File: config.mk
export PLATFORM = sky130hd
export DESIGN_NAME = opb_master_bridge
export DESIGN_NICKNAME = d
export VERILOG_FILES = /design/src/rtl/opb_master_bridge_pkg.sv /design/src/rtl/opb_master_bridge.sv
export SDC_FILE = /design/constraint.sdc
export NUM_CORES = 1
export LEC_CHECK = 0
export CORE_MARGIN = 2
export CORE_UTILIZATION = 43
export DETAILED_ROUTE_END_ITERATION = 7
export GPL_ROUTABILITY_DRIVEN = 1
export GPL_TIMING_DRIVEN = 0
export PLACE_DENSITY = 0.78
export SETUP_SLACK_MARGIN = 0.15
export SLEW_MARGIN = 10
export SYNTH_ARGS = -nofsm -noshare
export SYNTH_HDL_FRONTEND = slang
export SYNTH_SLANG_ARGS = --single-unit
export TNS_END_PERCENT = 50
File: constraint.sdc
create_clock -name OPB_Clk -period 2.47 [get_ports OPB_Clk]
set_input_delay 0.6175 -clock OPB_Clk [delete_from_list [all_inputs] [get_ports OPB_Clk]]
set_output_delay 0.6175 -clock OPB_Clk [all_outputs]
set_load 0.03 [all_outputs]
File: src/rtl/opb_master_bridge_pkg.sv
// Shared types and constants for the OPB master bridge.
package opb_pkg;

   // Bridge sequencing states
   typedef enum logic [2:0] {
      ST_IDLE    = 3'd0,
      ST_REQ     = 3'd1,
      ST_XFER    = 3'd2,
      ST_BACKOFF = 3'd3,
      ST_RESP    = 3'd4
   } state_t;

   // Response codes returned on rsp_code
   localparam logic [1:0] RSP_OK        = 2'd0;
   localparam logic [1:0] RSP_ERRACK    = 2'd1;
   localparam logic [1:0] RSP_TIMEOUT   = 2'd2;
   localparam logic [1:0] RSP_RETRY_EXH = 2'd3;

   // Bit reversal for callers that hold an OPB vector with bus bit 0 at
   // index 0 and need it in [MSB:0] order (bus bit 0 = MSB).
   function automatic logic [31:0] bitrev32(input logic [31:0] v);
      logic [31:0] r;
      for (int i = 0; i < 32; i++) r[i] = v[31-i];
      return r;
   endfunction

endpackage

File: src/rtl/opb_master_bridge.sv
// OPB single-beat bus master: takes a local cmd, arbitrates for the bus,
// runs one transfer (with retry, error-ack and timeout handling) and
// returns a rsp. Bus vectors are declared [N-1:0]; OPB bit 0 is the MSB,
// so index N-1 carries OPB bit 0 and values pass straight through.
module opb_master_bridge
   import opb_pkg::*;
#(
   parameter int C_OPB_AWIDTH  = 32,
   parameter int C_OPB_DWIDTH  = 32,
   parameter int C_TOUT_CYCLES = 16,
   parameter int C_MAX_RETRY   = 8
) (
   input  logic                      OPB_Clk,
   input  logic                      OPB_Rst_n,
   // local command side
   input  logic                      cmd_valid,
   output logic                      cmd_ready,
   input  logic                      cmd_rnw,
   input  logic [C_OPB_AWIDTH-1:0]   cmd_addr,
   input  logic [C_OPB_DWIDTH/8-1:0] cmd_be,
   input  logic [C_OPB_DWIDTH-1:0]   cmd_wdata,
   // local response side
   output logic                      rsp_valid,
   input  logic                      rsp_ready,
   output logic [C_OPB_DWIDTH-1:0]   rsp_rdata,
   output logic                      rsp_err,
   output logic [1:0]                rsp_code,
   // OPB master side
   output logic                      M_request,
   input  logic                      OPB_MGrant,
   output logic                      M_select,
   output logic                      M_RNW,
   output logic                      M_seqAddr,
   output logic [C_OPB_AWIDTH-1:0]   M_ABus,
   output logic [C_OPB_DWIDTH/8-1:0] M_BE,
   output logic [C_OPB_DWIDTH-1:0]   M_DBus,
   input  logic [C_OPB_DWIDTH-1:0]   OPB_DBus,
   input  logic                      OPB_xferAck,
   input  logic                      OPB_errAck,
   input  logic                      OPB_retry,
   input  logic                      OPB_toutSup
);

   localparam int BEW = C_OPB_DWIDTH / 8;
   localparam int TW  = $clog2(C_TOUT_CYCLES + 1);
   localparam int RW  = $clog2(C_MAX_RETRY + 1);

   localparam logic [TW-1:0] TOUT_LAST  = TW'(C_TOUT_CYCLES - 1);
   localparam logic [TW-1:0] TOUT_MAX   = TW'(C_TOUT_CYCLES);
   localparam logic [RW-1:0] RETRY_LAST = RW'(C_MAX_RETRY - 1);
   localparam logic [RW-1:0] RETRY_MAX  = RW'(C_MAX_RETRY);

   state_t                    r_state;
   state_t                    w_next;

   logic                      r_rnw;
   logic [C_OPB_AWIDTH-1:0]   r_addr;
   logic [BEW-1:0]            r_be;
   logic [C_OPB_DWIDTH-1:0]   r_wdata;
   logic [TW-1:0]             r_tout_cnt;
   logic [RW-1:0]             r_retry_cnt;
   logic [C_OPB_DWIDTH-1:0]   r_rsp_rdata;
   logic                      r_rsp_err;
   logic [1:0]                r_rsp_code;

   logic                      w_in_xfer;
   logic                      w_ev_err;
   logic                      w_ev_ack;
   logic                      w_ev_retry;
   logic                      w_ev_tout;
   logic                      w_retry_exh;

   // Slave responses resolved by priority: errAck > xferAck > retry > timeout.
   // The timeout fires on the cycle the counter would reach its limit.
   assign w_in_xfer   = (r_state == ST_XFER);
   assign w_ev_err    = w_in_xfer & OPB_errAck;
   assign w_ev_ack    = w_in_xfer & OPB_xferAck & ~OPB_errAck;
   assign w_ev_retry  = w_in_xfer & OPB_retry & ~OPB_xferAck & ~OPB_errAck;
   assign w_ev_tout   = w_in_xfer & ~OPB_retry & ~OPB_xferAck & ~OPB_errAck &
                        ~OPB_toutSup & (r_tout_cnt >= TOUT_LAST);
   assign w_retry_exh = (r_retry_cnt >= RETRY_LAST);

   // Bus drive: everything parks at zero outside the transfer phase
   assign M_RNW     = w_in_xfer & r_rnw;
   assign M_seqAddr = 1'b0;
   assign M_ABus    = w_in_xfer ? r_addr : '0;
   assign M_BE      = w_in_xfer ? r_be : '0;
   assign M_DBus    = (w_in_xfer && !r_rnw) ? r_wdata : '0;

   assign rsp_rdata = r_rsp_rdata;
   assign rsp_err   = r_rsp_err;
   assign rsp_code  = r_rsp_code;

   // State register
   always_ff @(posedge OPB_Clk or negedge OPB_Rst_n) begin
      if (!OPB_Rst_n) r_state <= ST_IDLE;
      else            r_state <= w_next;
   end

   // Next-state and handshake/arbitration outputs
   always_comb begin
      w_next    = r_state;
      cmd_ready = 1'b0;
      M_request = 1'b0;
      M_select  = 1'b0;
      rsp_valid = 1'b0;
      case (r_state)
         ST_IDLE: begin
            cmd_ready = 1'b1;
            if (cmd_valid) w_next = ST_REQ;
         end
         ST_REQ: begin
            M_request = 1'b1;
            if (OPB_MGrant) w_next = ST_XFER;
         end
         ST_XFER: begin
            // grant is not re-checked here; a granted master owns the cycle
            M_select = 1'b1;
            if (w_ev_err || w_ev_ack)  w_next = ST_RESP;
            else if (w_ev_retry)       w_next = w_retry_exh ? ST_RESP : ST_BACKOFF;
            else if (w_ev_tout)        w_next = ST_RESP;
         end
         ST_BACKOFF: begin
            w_next = ST_REQ;
         end
         ST_RESP: begin
            rsp_valid = 1'b1;
            if (rsp_ready) w_next = ST_IDLE;
         end
         default: w_next = ST_IDLE;
      endcase
   end

   // Command capture, retry/timeout counters and response registers
   always_ff @(posedge OPB_Clk or negedge OPB_Rst_n) begin
      if (!OPB_Rst_n) begin
         r_rnw       <= 1'b0;
         r_addr      <= '0;
         r_be        <= '0;
         r_wdata     <= '0;
         r_tout_cnt  <= '0;
         r_retry_cnt <= '0;
         r_rsp_rdata <= '0;
         r_rsp_err   <= 1'b0;
         r_rsp_code  <= RSP_OK;
      end else begin
         if (r_state == ST_IDLE && cmd_valid) begin
            r_rnw       <= cmd_rnw;
            r_addr      <= cmd_addr;
            r_be        <= cmd_be;
            r_wdata     <= cmd_wdata;
            r_retry_cnt <= '0;
         end
         if (r_state == ST_RESP && rsp_ready) r_retry_cnt <= '0;

         // timeout counter restarts on every entry into the transfer phase
         if (r_state == ST_REQ && OPB_MGrant)
            r_tout_cnt <= '0;
         else if (w_in_xfer && !OPB_toutSup && r_tout_cnt != TOUT_MAX)
            r_tout_cnt <= r_tout_cnt + TW'(1);

         if (w_ev_retry && r_retry_cnt != RETRY_MAX)
            r_retry_cnt <= r_retry_cnt + RW'(1);

         if (w_ev_err) begin
            r_rsp_rdata <= '0;
            r_rsp_err   <= 1'b1;
            r_rsp_code  <= RSP_ERRACK;
         end else if (w_ev_ack) begin
            r_rsp_rdata <= r_rnw ? OPB_DBus : '0;
            r_rsp_err   <= 1'b0;
            r_rsp_code  <= RSP_OK;
         end else if (w_ev_retry && w_retry_exh) begin
            r_rsp_rdata <= '0;
            r_rsp_err   <= 1'b1;
            r_rsp_code  <= RSP_RETRY_EXH;
         end else if (w_ev_tout) begin
            r_rsp_rdata <= '0;
            r_rsp_err   <= 1'b1;
            r_rsp_code  <= RSP_TIMEOUT;
         end
      end
   end

endmodule
# Yosys cells after proc, flatten, opt, wreduce, memory -nomap -nowiden
# Index checks and enable logic that the tools add are counted.
# Widths: inputs -> output; s select.
[word_totals]
output_inout_bits = 109
word_cells = 89
inputBits = 110
ff_bits = 116
[op_classes]
addsub = 2
n_mux = 33
n_bitwise = 16
n_eq_ne = 10
reduce_logical = 16
magnitude_cmp = 2
[ops]
columns = ["cell", "count"]
rows = [
  ["$mux 32", 7],
  ["$mux 3", 7],
  ["$mux 4", 4],
  ["$pmux 3 s5", 1],
  ["$and 1x1->1", 12],
  ["$mux 5", 2],
  ["$logic_and 1x1->1", 8],
  ["$mux 1", 8],
  ["$mux 2", 4],
  ["$eq 3x2->1 const B", 2],
  ["$ne 2x2->1 const B", 3],
  ["$add 5x1->5 const B", 1],
  ["$ge 5x4->1 const B", 1],
  ["$ne 5x5->1 const B", 1],
  ["$add 4x1->4 const B", 1],
  ["$ge 4x3->1 const B", 1],
  ["$ne 4x1->1 const B", 1],
  ["$ne 4x4->1 const B", 1],
  ["$not 1->1", 4],
  ["$reduce_and 4->1", 1],
  ["$reduce_bool 4->1", 1],
  ["$eq 3x1->1 const B", 1],
  ["$eq 3x3->1 const B", 1],
  ["$logic_not 3->1", 1],
  ["other kinds (4)", 5],
]

# Logic depth before layout (Yosys ltp)
[depth]
depth_word = 10
depth_mapped = 9

# Least setup slack after synthesis
# No wires, ideal clock.
[synth_timing]
path_kind = "flip-flop to output port"
start = "register r_state[0]"
end = "output port M_ABus[26]"
path_slack_ps = 1
path_stages_with_launch = 7
t_arrival_ps = 1851
n_path_buf = 3
required_time_ps = 1852
path_cell_list = "dfrtp_1 > buf_6 > or3b_1 > buf_6 > clkinv_4 > clkbuf_1 > and2_1"
[synth_via]
elab_chain_cells = 2
[synth_rtl]
columns = ["element", "line_no", "source"]
rows = [
  ["start, declared", "opb_master_bridge.sv:53", "state_t r_state;"],
  ["start signal, assigned", "opb_master_bridge.sv:97", "else r_state <= w_next;"],
  ["$eq 3x2->1", "opb_master_bridge.sv:75", "assign w_in_xfer = (r_state == ST_XFER);"],
  ["$mux 32", "opb_master_bridge.sv:86", "assign M_ABus = w_in_xfer ? r_addr : '0;"],
  ["end, declared", "opb_master_bridge.sv:34", "output logic [C_OPB_AWIDTH-1:0] M_ABus,"],
]
# No other way between the ends.

# Final worst setup path
[layout_timing]
start = "register r_state[0]"
end = "output port M_DBus[3]"
[layout_via]
elab_chain_cells = 3
[layout_rtl]
columns = ["element", "line_no", "source"]
rows = [
  ["$eq 3x2->1", "opb_master_bridge.sv:75", ""],
  ["$logic_and 1x1->1", "opb_master_bridge.sv:88", "assign M_DBus = (w_in_xfer && !r_rnw) ? r_wdata : '0;"],
  ["$mux 32", "opb_master_bridge.sv:88", ""],
  ["end, declared", "opb_master_bridge.sv:36", "output logic [C_OPB_DWIDTH-1:0] M_DBus,"],
]
# No other way between the ends.

==> flow_summary.rst <==
.. list-table::
   :header-rows: 1

   * - Metric
     - Value
   * - Run status
     - finished, violations left
   * - Violated checks
     - design-rule violations, negative setup slack
   * - Clock latency at the later pin of the worst-skew pair
     - 410 ps
   * - Capture point of the worst reg-to-reg path
     - rsp_rdata[19]$_DFFE_PN0P_
   * - CP top delay family
     - buffers and inverters
   * - Critical Path Sink
     - M_DBus[3]
   * - Antenna cell count
     - 0
   * - Crit-path max FO
     - 8
   * - Number of input and output port buffers inserted
     - 217
   * - Worst Path Buf+Inv
     - 5
   * - Total placed cells including tap cells
     - 760
   * - Relative slew slack
     - 65.0%
   * - Master of the slowest instance on the critical path
     - dfrtp_1
   * - Minimum period implied by the final worst setup slack
     - 2640 ps
   * - Non-Filler Cell Area, Final
     - 8480 um^2
   * - Total via count after detailed routing
     - 4065
   * - Library cell occupying the most area in the post-synthesis netlist
     - dfrtp_1
   * - Total Nets Final
     - 764
   * - Startpoint Class
     - register
   * - Floorplan die height
     - 113 um
   * - Most frequently used cell type in the post-synthesis netlist
     - dfrtp_1
   * - Initial core utilization
     - 44.4%
   * - Synthesized area
     - 5110 um^2
   * - Share of final-layout standard cells stronger than drive strength 1
     - 37.8%
   * - Number of global-route vias before repair
     - 4398
   * - Max Root-Sink Buffers
     - 2
   * - Count of endpoints failing hold in the final timing report
     - 0
   * - Leading register cell type out of synthesis
     - dfrtp_1
   * - Largest net degree at the start of global routing
     - 63
   * - Total die area
     - 12800 um^2
   * - DRC violations left
     - 16
   * - Initial antenna violation count
     - 0
   * - Total half-perimeter wirelength after legalization and detailed placement
     - 9.90 mm
   * - Number of synthesized flops with an enable pin
     - 0
   * - Number of hold buffers added after cts
     - 0
   * - Combined global-route utilization of all metal layers
     - 22.3%
   * - Top Ports
     - 219
   * - Reg2Reg Setup Slack
     - 330 ps
   * - Placer Congestion
     - 0.789
   * - Total global routing overflow
     - 0
   * - Startpoint of the most critical setup path
     - r_state[0]$_DFFE_PN0P_
   * - Largest clock skew in the final design
     - 7.36 ps
   * - Hold crit path type
     - primary input to asynchronous set/reset pin
   * - Setup repair after global routing missed its margin
     - true
   * - Slew @ Worst Pin
     - 524 ps
   * - Top cells by area in the synthesized netlist
     - dfrtp_1, mux2_2, and2_1
   * - Stages on worst setup path
     - 8
   * - CP max stage delay
     - 370 ps
   * - Area Overhead vs Synth
     - 66.0%
   * - P_leak
     - 3.81 nW
   * - Register area share after synthesis
     - 56.8%
   * - PD cells
     - 1180 nW/um^2
   * - Total negative setup slack
     - -8680 ps
   * - Post-Syn Instances
     - 399
   * - Most numerous cell types in the synthesized netlist
     - dfrtp_1, and2_1, mux2_2, a22o_1, nor2_1
   * - Via density per instance
     - 5.07
   * - Antenna viol nets, final
     - 0
   * - Routed length per instance
     - 17.4 um
   * - Worst setup EP type
     - primary output
   * - Number of DRC violations after detailed-routing iteration 0
     - 154
   * - Placed standard-cell area
     - 7500 um^2
   * - Yosys synthesis warning count
     - 0
   * - Router iterations before antenna repair
     - 8
   * - Final Max Tran Viols
     - 0
   * - DRT Wirelength
     - 14.0 mm
   * - Library cell appearing most often on the critical path
     - buf_6
   * - Core Footprint
     - 11500 um^2
   * - Worst endpoint required time
     - 1850 ps
   * - Count of state elements after synthesis
     - 116
   * - Cell at the root of the clock tree
     - clkbuf_16
   * - Fmax
     - 0.378 GHz
   * - CP cell instances
     - buf_6, or3b_4, buf_6, nor2_4, buf_12, buf_8, and2_4, buf_6
   * - H-tree depth
     - 4
   * - Final design utilization
     - 73.7%
   * - Proportion of netlist area held by the largest area contributor
     - 56.8%
   * - Number of setup violations in the final report
     - 69
   * - Setup slack of the critical path after layout
     - -175 ps
   * - Type of the worst setup path
     - register to primary output
   * - Wire length of the first global-routing pass
     - 22.0 mm
   * - Share of synthesized flip-flops with an asynchronous set or reset
     - 100%
   * - CTS tree
     - yes
   * - Site row count
     - 39
   * - Worst ir drop on vdd
     - 0.000766 V
   * - Post-Syn Nets
     - 514
   * - R2R cell count
     - 9
   * - Overall power after layout
     - 10.0 mW
   * - Critical path data arrival time
     - 2030 ps
   * - Count of cell types in the netlist
     - 43
   * - DIE WIDTH
     - 113 um
   * - Fill cell instance count of the final layout
     - 785
   * - Share of the clock period used by the worst path
     - 107%
   * - Startpoint of the worst-slack reg-to-reg timing path
     - r_tout_cnt[0]$_DFFE_PN0P_
   * - Synthesized area divided by synthesized cell count
     - 12.8 um^2
   * - TritonCTS sink count
     - 116
   * - Number of max-cap violations
     - 0
   * - Number of buffers added by the clock tree synthesis step
     - 17
   * - Worst-path clk slew
     - 50 ps
   * - Final cell count without fillers
     - 802
-- what timing repair did --
action,in CTS,in global routing
setup endpoints to repair,73,146
buffers inserted,5,4
pin swaps,31,2
gates cloned,3,1
resized for setup,552,18
-- state kept, by name, indices dropped and copies added, names as in the netlist --
signal and count:
r_addr 32, r_wdata 32, rsp_rdata 32, r_tout_cnt 5, r_be 4, r_retry_cnt 4, r_state 3, rsp_code 2
r_rnw 1, rsp_err 1
-- metal layers --
layer / share of wire [%] / GRT usage (%) / wire length, um
met1: 38 / 24.9 / 5370
met2: 50 / 37.7 / 7030
met3: 9.6 / 10.2 / 1350
met4: 1.7 / 8.21 / 237
met5: 0 / 0 / 0
-- layout by cell type (no fill, tap or decap), drive strengths merged, types with 4 or more instances in the layout --
cell | Yosys | final
o21ai | 6 | 6
clkbuf | 7 | 30
clkdlybuf4s50 | 0 | 143
inv | 10 | 10
nor3 | 4 | 4
nand2 | 7 | 7
nor2 | 13 | 13
and2 | 72 | 72
mux2 | 69 | 69
buf | 18 | 106
nor2b | 4 | 4
ha | 5 | 5
nand3 | 4 | 4
a22o | 32 | 32
dfrtp | 116 | 116
-- cells by family after synthesis --
group	after synthesis	share of synthesized area (%)
AO/OA/AOI/OAI	54	8.50
XOR/XNOR	2	0.343
adder cells (fa/ha/maj)	5	1.22
buffers and inverters	36	4.19
flip-flops	116	56.8
multiplexers	71	15.6
other	1	0.0734
AND/OR/NAND/NOR	114	13.3
-- layout make-up --
| type | instances | area (um^2) | share of cell area, % |
|---|---|---|---|
| Sequential cell | 116 | 2910 | 34.3 |
| Timing Repair Buffer | 231 | 2430 | 28.6 |
| Multi-Input combinational cell | 247 | 2090 | 24.6 |
| Clock buffer | 24 | 482 | 5.68 |
| Buffer | 25 | 254 | 2.99 |
| Tap cell | 143 | 179 | 2.11 |
| Clock inverter | 5 | 100 | 1.18 |
| Inverter | 11 | 46.3 | 0.546 |
-- power breakdown --
group	switching, mW	total (mW)	internal [mW]
combinational	2.09	4.32	2.23
clock	0.778	2.42	1.64
sequential	0.478	3.27	2.80
total	3.35	10.0	6.67
-- worst min path at each step --
stage	from	to
finish	OPB_Rst_n	rsp_rdata[26]$_DFFE_PN0P_
global route	OPB_Rst_n	r_tout_cnt[3]$_DFFE_PN0P_
CTS	OPB_Rst_n	r_tout_cnt[0]$_DFFE_PN0P_
detailed placement	rsp_rdata[12]$_DFFE_PN0P_	rsp_rdata[12]$_DFFE_PN0P_
global placement	rsp_code[0]$_DFFE_PN0P_	rsp_code[0]$_DFFE_PN0P_
floorplan	OPB_Rst_n	r_addr[0]$_DFFE_PN0P_
-- per-stage QoR --
step           hold WS (ps)  setup WS [ps]
2_1_floorplan           322            142
3_3_place_gp            475          -3650
3_5_place_dp            480           -729
4_1_cts                 174           -226
5_1_grt                 201           -236
6_report                167           -175
Note: power is estimated with default switching activity, not from simulation.
